--- config.mk ---
export PLATFORM = sky130hd
export DESIGN_NAME = hiscore_access_sequencer
export DESIGN_NICKNAME = d
export VERILOG_FILES = /design/src/rtl/hiscore_access_sequencer.sv
export SDC_FILE = /design/constraint.sdc
export NUM_CORES = 1
export LEC_CHECK = 0
export ABC_AREA = 1
export CAP_MARGIN = 20
export CELL_PAD_IN_SITES_DETAIL_PLACEMENT = 1
export CELL_PAD_IN_SITES_GLOBAL_PLACEMENT = 1
export CORE_MARGIN = 2
export CORE_UTILIZATION = 41
export CTS_BUF_LIST = sky130_fd_sc_hd__clkbuf_2 sky130_fd_sc_hd__clkbuf_4 sky130_fd_sc_hd__clkbuf_8
export CTS_CLUSTER_SIZE = 24
export DETAILED_ROUTE_END_ITERATION = 12
export GPL_TIMING_DRIVEN = 0
export PLACE_DENSITY_LB_ADDON = 0.08
export SLEW_MARGIN = 40
export SYNTH_ARGS = -nofsm -noshare
export SYNTH_HDL_FRONTEND = slang
export SYNTH_SLANG_ARGS = --single-unit
--- constraint.sdc ---
create_clock -name clk -period 2.7 [get_ports clk]
set_input_delay 0.54 -clock clk [delete_from_list [all_inputs] [get_ports clk]]
set_output_delay 0.54 -clock clk [all_outputs]
set_load 0.1 [all_outputs]
--- src/rtl/hiscore_access_sequencer.sv ---
// hiscore_access_sequencer
// Runs burst transfers between the dataslot bridge and the core's hiscore RAM port.
// Each request halts the CPU, waits for the pause to settle, then moves req_len bytes
// at consecutive (wrapping) addresses before the CPU is released.
// Ports:
//   clk, reset_n                 core clock, async active-low reset
//   req_valid/ready/write/addr/len  request handshake and descriptor
//   wr_valid/wr_data/wr_ready    byte stream into RAM (wr_ready is combinational)
//   rd_valid/rd_data/rd_ready    byte stream out of RAM
//   busy, done                   request in flight / one-cycle completion pulse
//   processor_halt               CPU pause
//   hs_access_write, hs_write_enable, hs_address, hs_data_in, hs_data_out  RAM port
module hiscore_access_sequencer #(
  parameter int unsigned ADDR_WIDTH  = 12,
  parameter int unsigned HALT_SETTLE = 16,
  parameter int unsigned RD_LATENCY  = 2
) (
  input  logic                  clk,
  input  logic                  reset_n,
  input  logic                  req_valid,
  output logic                  req_ready,
  input  logic                  req_write,
  input  logic [ADDR_WIDTH-1:0] req_addr,
  input  logic [ADDR_WIDTH:0]   req_len,
  input  logic                  wr_valid,
  input  logic [7:0]            wr_data,
  output logic                  wr_ready,
  output logic                  rd_valid,
  output logic [7:0]            rd_data,
  input  logic                  rd_ready,
  output logic                  busy,
  output logic                  done,
  output logic                  processor_halt,
  output logic                  hs_access_write,
  output logic                  hs_write_enable,
  output logic [ADDR_WIDTH-1:0] hs_address,
  output logic [7:0]            hs_data_in,
  input  logic [7:0]            hs_data_out
);

  localparam int unsigned LEN_W   = ADDR_WIDTH + 1;
  localparam int unsigned CNT_MAX = (HALT_SETTLE > RD_LATENCY) ? HALT_SETTLE : RD_LATENCY;
  localparam int unsigned CNT_W   = $clog2(CNT_MAX + 1);

  // Settle counter runs 0..HALT_SETTLE-1; RAM ownership is claimed one count early
  // so hs_access_write is already high in the last settle cycle.
  localparam logic [CNT_W-1:0] SETTLE_LAST = CNT_W'(HALT_SETTLE - 1);
  localparam logic [CNT_W-1:0] SETTLE_PRE  = CNT_W'((HALT_SETTLE > 1) ? HALT_SETTLE - 2 : 0);
  localparam logic [CNT_W-1:0] RD_LAST     = CNT_W'(RD_LATENCY);

  typedef enum logic [2:0] {
    S_IDLE,
    S_SETTLE,
    S_WR_WAIT,
    S_WR_STROBE,
    S_RD_ISSUE,
    S_RD_HOLD,
    S_RELEASE,
    S_DONE
  } state_t;

  state_t                  state;
  logic                    is_write;
  logic [ADDR_WIDTH-1:0]   cur_addr;
  logic [LEN_W-1:0]        remaining;
  logic [CNT_W-1:0]        cnt;

  // Write bytes are taken the same cycle they are offered while waiting for one.
  assign wr_ready = (state == S_WR_WAIT) && wr_valid;

  // Sequencer state and all registered outputs.
  always_ff @(posedge clk or negedge reset_n) begin
    if (!reset_n) begin
      state           <= S_IDLE;
      is_write        <= 1'b0;
      cur_addr        <= '0;
      remaining       <= '0;
      cnt             <= '0;
      req_ready       <= 1'b1;
      rd_valid        <= 1'b0;
      rd_data         <= '0;
      busy            <= 1'b0;
      done            <= 1'b0;
      processor_halt  <= 1'b0;
      hs_access_write <= 1'b0;
      hs_write_enable <= 1'b0;
      hs_address      <= '0;
      hs_data_in      <= '0;
    end else begin
      done            <= 1'b0;
      hs_write_enable <= 1'b0;

      case (state)
        S_IDLE: begin
          if (req_valid && req_ready) begin
            is_write       <= req_write;
            cur_addr       <= req_addr;
            remaining      <= req_len;
            cnt            <= '0;
            busy           <= 1'b1;
            processor_halt <= 1'b1;
            req_ready      <= 1'b0;
            if (req_len == '0) begin
              state <= S_RELEASE;
            end else begin
              state           <= S_SETTLE;
              hs_access_write <= (HALT_SETTLE == 1);
            end
          end
        end

        S_SETTLE: begin
          if (cnt == SETTLE_LAST) begin
            cnt <= '0;
            if (is_write) begin
              state <= S_WR_WAIT;
            end else begin
              state      <= S_RD_ISSUE;
              hs_address <= cur_addr;
            end
          end else begin
            cnt <= cnt + CNT_W'(1);
            if (cnt == SETTLE_PRE) begin
              hs_access_write <= 1'b1;
            end
          end
        end

        S_WR_WAIT: begin
          if (wr_valid) begin
            hs_write_enable <= 1'b1;
            hs_data_in      <= wr_data;
            hs_address      <= cur_addr;
            cur_addr        <= cur_addr + ADDR_WIDTH'(1);
            remaining       <= remaining - LEN_W'(1);
            state           <= S_WR_STROBE;
          end
        end

        // Strobe cycle; remaining was already decremented at byte acceptance.
        S_WR_STROBE: begin
          if (remaining == '0) begin
            state           <= S_RELEASE;
            hs_access_write <= 1'b0;
          end else begin
            state <= S_WR_WAIT;
          end
        end

        // Address is held for RD_LATENCY cycles, then the RAM output is captured.
        S_RD_ISSUE: begin
          if (cnt == RD_LAST) begin
            cnt      <= '0;
            rd_data  <= hs_data_out;
            rd_valid <= 1'b1;
            state    <= S_RD_HOLD;
          end else begin
            cnt <= cnt + CNT_W'(1);
          end
        end

        S_RD_HOLD: begin
          if (rd_ready) begin
            rd_valid  <= 1'b0;
            cur_addr  <= cur_addr + ADDR_WIDTH'(1);
            remaining <= remaining - LEN_W'(1);
            if (remaining == LEN_W'(1)) begin
              state           <= S_RELEASE;
              hs_access_write <= 1'b0;
            end else begin
              state      <= S_RD_ISSUE;
              hs_address <= cur_addr + ADDR_WIDTH'(1);
            end
          end
        end

        S_RELEASE: begin
          processor_halt <= 1'b0;
          done           <= 1'b1;
          state          <= S_DONE;
        end

        S_DONE: begin
          busy      <= 1'b0;
          req_ready <= 1'b1;
          state     <= S_IDLE;
        end

        default: state <= S_IDLE;
      endcase
    end
  end

endmodule

**Word-level counts from Yosys, hierarchy flattened**

Index checks and enable logic that the tools add are counted.

- Add/sub/neg operators: 3
- Multipliers: 0
- Divide/modulo/power cells: 0
- $lt $le $gt $ge: 0
- Equal/unequal tests: 23
- Shift operators: 0
- Muxes and demuxes: 47
- Bitwise gates (word level): 0
- Reduce and logical (&&, ||, !) cells: 23

Operators with widths:

| operator | number |
|---|---|
| $mux W12 | 8 |
| $pmux W12 S3 | 2 |
| $mux W13 | 3 |
| $pmux W13 S3 | 1 |
| $logic_not A13 Y1 | 2 |
| $mux W3 | 8 |
| $ne A2 B2 Y1 const B | 12 |
| $pmux W3 S8 | 1 |
| $mux W5 | 3 |
| $pmux W5 S3 | 1 |
| $mux W1 | 14 |
| $eq A13 B1 Y1 const B | 1 |
| $sub A13 B1 Y13 const B | 1 |
| $add A12 B1 Y12 const B | 1 |
| $eq A3 B3 Y1 const B | 4 |
| $reduce_and A2 Y1 | 6 |
| $eq A5 B4 Y1 const B | 2 |
| $reduce_bool A3 Y1 | 3 |
| $pmux W1 S2 | 4 |
| $reduce_and A8 Y1 | 1 |
| $eq A3 B2 Y1 const B | 2 |
| $reduce_and A6 Y1 | 1 |
| $reduce_bool A2 Y1 | 3 |
| $add A5 B1 Y5 const B | 1 |
| other kinds (10) | 11 |

- Register bits: 69
- Latch bits: 0
- Memory bits (writable): 0
- ROM bits: 0
- Bits of input ports: 47
- Word-level logic and storage cells: 111
- Memories kept: 0

**Depth between registers and ports, before layout**

- Depth in word-level cells: 4
- Gate-level depth with buffers: 11
- Gate-level depth less buffers: 11

**Worst setup path after synthesis**

No wires, ideal clock.

- Path kind: register to register
- Start: register req_ready
- End: register remaining[4]
- Arrival: 1.791 ns
- Slack: 0.780 ns
- Stages on the path, launching flop included: 9
- Buffers on the path: 1
- Path through: dfstp_2 > nand2_1 > nand3_1 > o21ai_0 > nor2_2 > nand2_4 > buf_6 > o21ai_0 > o21ai_0

- Longest elaborated chain between the ends: 3

RTL lines:

| what | RTL line | source |
|---|---|---|
| start: declaration | 21 | `output logic req_ready,` |
| start signal: assignment | 79 | `req_ready <= 1'b1;` |
| start signal: assignment | 102 | `req_ready <= 1'b0;` |
| start signal: assignment | 185 | `req_ready <= 1'b1;` |
| $logic_and A1 B1 Y1 | 95 | `if (req_valid && req_ready) begin` |
| $ne A2 B2 Y1 (no line) | - |  |
| $reduce_and A4 Y1 (no line) | - |  |
| end signal: assignment | 98 | `remaining <= req_len;` |
| end signal: assignment | 135 | `remaining <= remaining - LEN_W'(1);` |
| end signal: assignment | 166 | `remaining <= remaining - LEN_W'(1);` |
| end: declaration | 65 | `logic [LEN_W-1:0] remaining;` |

Every way passes these cells.
A chain may end at the register's enable or synchronous reset.

**Worst setup path after layout**

- Start: register state[2]
- End: output wr_ready

- Longest elaborated chain between the ends: 2

RTL lines:

| what | RTL line | source |
|---|---|---|
| start: declaration | 62 | `state_t state;` |
| start signal: assignment | 74 | `state <= S_IDLE;` |
| start signal: assignment | 104 | `state <= S_RELEASE;` |
| start signal: assignment | 106 | `state <= S_SETTLE;` |
| $eq A3 B2 Y1 | 69 | `assign wr_ready = (state == S_WR_WAIT) && wr_valid;` |
| $logic_and A1 B1 Y1 | 69 |  |
| end: declaration | 27 | `output logic wr_ready,` |

Every way passes these cells.

==> run_results.csv <==
group,metric,value,unit
status,status,"complete, no violations",
critical_path,end_kind,"primary output",
routing,first_iter_violations,109,
clock_tree,clock_latency,360,ps
critical_path,cp_slowest_cell,"buf_2",
job,max-cap-violations,0,
routing,met1Wirelength,5.231,mm
global_route,antenna_found_initial,0,
logic_synthesis,yosysWarningCount,0,
sta,fmax,391.3,MHz
die,rows,35,
final_layout,drive_gt1_share,14.94,%
routing,drt-vias-per-instance,5.046,
critical_path,crit_chain,"buf_4, inv_1, nand2_1, nor2_4, buf_2",
routing,final_antenna_net_count,0,
sta,fin_crit,2556,ps
sta,setup_viol,0,
critical_path,cp_data_required_time,2160,ps
logic_synthesis,synth_mux_area_share,4.545,%
logic_synthesis,synth_cell_types,33,
final_layout,final_area,5011,um^2
logic_synthesis,postSynthAreaPerCell,7.381,um^2
routing,drc,0,
final_layout,n_antenna_cell,0,
clock_tree,cts_resized,0,
clock_tree,cts_tree,"built",
logic_synthesis,synth.net_count,592,
critical_path,cp.arrival,2020,ps
global_route,grt_use_total,23.93,%
global_route,overflow,0,
critical_path,start_kind,"flop",
hold_path,hold_class,"in2async",
placement,dp.cells,749,
placement,place_congestion,0.8284,
sta,worstMarginPinSlew,627.0,ps
logic_synthesis,synth_top_family_by_area,"simple AND/OR/NAND/NOR gates",
clock_tree,htreeDepth,3,
logic_synthesis,synth_xor_area_share,1.547,%
logic_synthesis,synthAdderAreaFrac,2.525,%
placement,placed_area,4787,um^2
logic_synthesis,synthCells,537,
die,die-area,10470,um^2
sta,final.period_utilization,94.65,%
critical_path,cp_slowest_stage_delay,490,ps
routing,vias,3860,
die,die-height,102.3,um
sta,grt_setup_unrepaired,"no",
sta,finalHoldViolCount,0,
final_layout,postLayoutCoreUtil,53.72,%
logic_synthesis,synth-seq-cells,69,
clock_tree,cts_setup_buffers,0,
routing,postRouteWirelength,11.71,mm
die,ios,83,
sta,fin_skew,12.69,ps
logic_synthesis,synth_top_cell_area_share,42.93,%
logic_synthesis,netlist_area,3964,um^2
logic_synthesis,yosysTopAreaCell,"dfrtp_1",
clock_tree,cts_buffer_depth,2,
clock_tree,cts.sinks,69,
logic_synthesis,synth_compound_area_share,8.112,%
clock_tree,clk_pin_slew,80,ps
routing,routedWlPerCell,15.30,um
final_layout,mostFrequentLayoutCell,"nand2_1",
clock_tree,cts_root_buf,"clkbuf_8",
logic_synthesis,seq_area_frac_synth,43.59,%
final_layout,final_cells,765,
final_layout,final_cell_mix,"176 x nand2_1, 74 x nor2_1, 68 x dfrtp_1",
clock_tree,numCtsBuffers,9,
final_layout,area_growth,26.42,%
global_route,grt_max_degree,37,
routing,first_pass_iters,4,
routing,wl_met2,5.852,mm
die,coreArea,9328,um^2
placement,numPortBuffers,82,
routing,dr_wl_met3,503,um
logic_synthesis,synthSimpleGateAreaFrac,32.10,%
sta,finalMaxSlewViolations,0,
placement,hpwl,8.634,mm
sta,slew_headroom,57.88,%
die,die_w,102.3,um
final_layout,nets,686,
routing,top_layer,"met4",
clock_tree,hold_buffers,0,
global_route,grt_pass1_wl,19.71,mm
critical_path,cp_max_fo,10,
die,start_util,42.49,%
logic_synthesis,yosys-top-cells-area,"dfrtp_1 43%, nand2_1 17%, nor2_1 7.0%",
critical_path,crit_type,"reg2out",
global_route,grt_pass1_vias,4087,
[critical path: cells and delay by family, from the launching register on]
| family | cells | cell delay [ps] |
|---|---|---|
| simple gates | 2 | 440 |
| flops | 1 | 370 |
| buf+inv | 3 | 860 |
[flip-flops by register name, summed over array words and instances (netlist names)]
| signal | count |
|---|---|
| rd_data | 8 |
| hs_address | 12 |
| cnt | 5 |
| rd_valid | 1 |
| state | 3 |
| processor_halt | 1 |
| cur_addr | 12 |
| done | 1 |
| hs_data_in | 8 |
| req_ready | 1 |
| remaining | 13 |
| is_write | 1 |
| hs_write_enable | 1 |
| hs_access_write | 1 |
| busy | 1 |
[per-stage QoR]
| stage | hold WS [ps] | setup TNS, ps | setup WS (ps) |
|---|---|---|---|
| 2_1_floorplan | 244.4 | 0 | 780.2 |
| 3_3_place_gp | 461.3 | -95220 | -1391 |
| 3_5_place_dp | 455.1 | 0 | 253.8 |
| 4_1_cts | 78.88 | 0 | 113.0 |
| 5_1_grt | 79.06 | 0 | 11.33 |
| 6_report | 61.37 | 0 | 144.4 |
[layer usage]
layer | vias up | GRT usage (%)
met5 | - | 0
met4 | 0 | 6.359
met3 | 10 | 3.420
met2 | 99 | 42.31
met1 | 1860 | 30.73
li1 | 1891 | -
[kinds of logic (layout without fill, tap and decap cells)]
family	Yosys count	count (layout)
buffers and inverters	69	168
AO/OA/AOI/OAI	60	60
flip-flops	69	69
XOR/XNOR	7	7
multiplexers	16	16
adder cells (fa/ha/maj)	8	8
AND/OR/NAND/NOR	308	308
[Yosys cell counts]
cell	n
nor3_1	5
nand2_1	176
ha_1	8
clkbuf_1	3
o21ai_0	29
o211ai_1	3
o21bai_1	2
inv_1	50
a21oi_1	8
nand3_1	39
o31ai_1	1
nor3b_1	2
mux2_2	16
o21ai_1	15
xor2_1	7
nor2_1	74
buf_4	3
inv_4	1
nand2_2	1
nor2_4	2
buf_1	1
inv_2	4
nand2_4	1
nor2_2	2
a211oi_1	1
o21ai_2	1
buf_2	4
buf_6	3
nand4_1	3
nand3_2	2
dfrtp_1	68
dfstp_2	1
nand3b_1	1
[cell type report]
type | count | area, um^2
multi-input combinational | 399 | 1936
buffer | 14 | 91.34
timing repair buffer | 83 | 661.9
clock inverter | 5 | 85.08
tap | 129 | 161.4
clock buffer | 11 | 138.9
fill | 1243 | 4317
sequential | 69 | 1728
inverter | 55 | 209.0
[path summary, 6_finish.rpt]
kind | cells past startpoint | start | slack (ps) | endpoint
max | 5 | state[2] | 140 | wr_ready
min | 1 | reset_n | 60 | hs_address[8]
max reg2reg | 9 | state[1] | 760 | hs_address[2]
min reg2reg | 2 | hs_address[11] | 470 | hs_address[11]
max in group asynchronous | 2 | reset_n | 2120 | remaining[2]
min in group clk | 2 | hs_address[11] | 470 | hs_address[11]
Power is left out: the tool's default activity adds up to more than one toggle a clock period on the data nets, which glitch-free logic cannot reach.
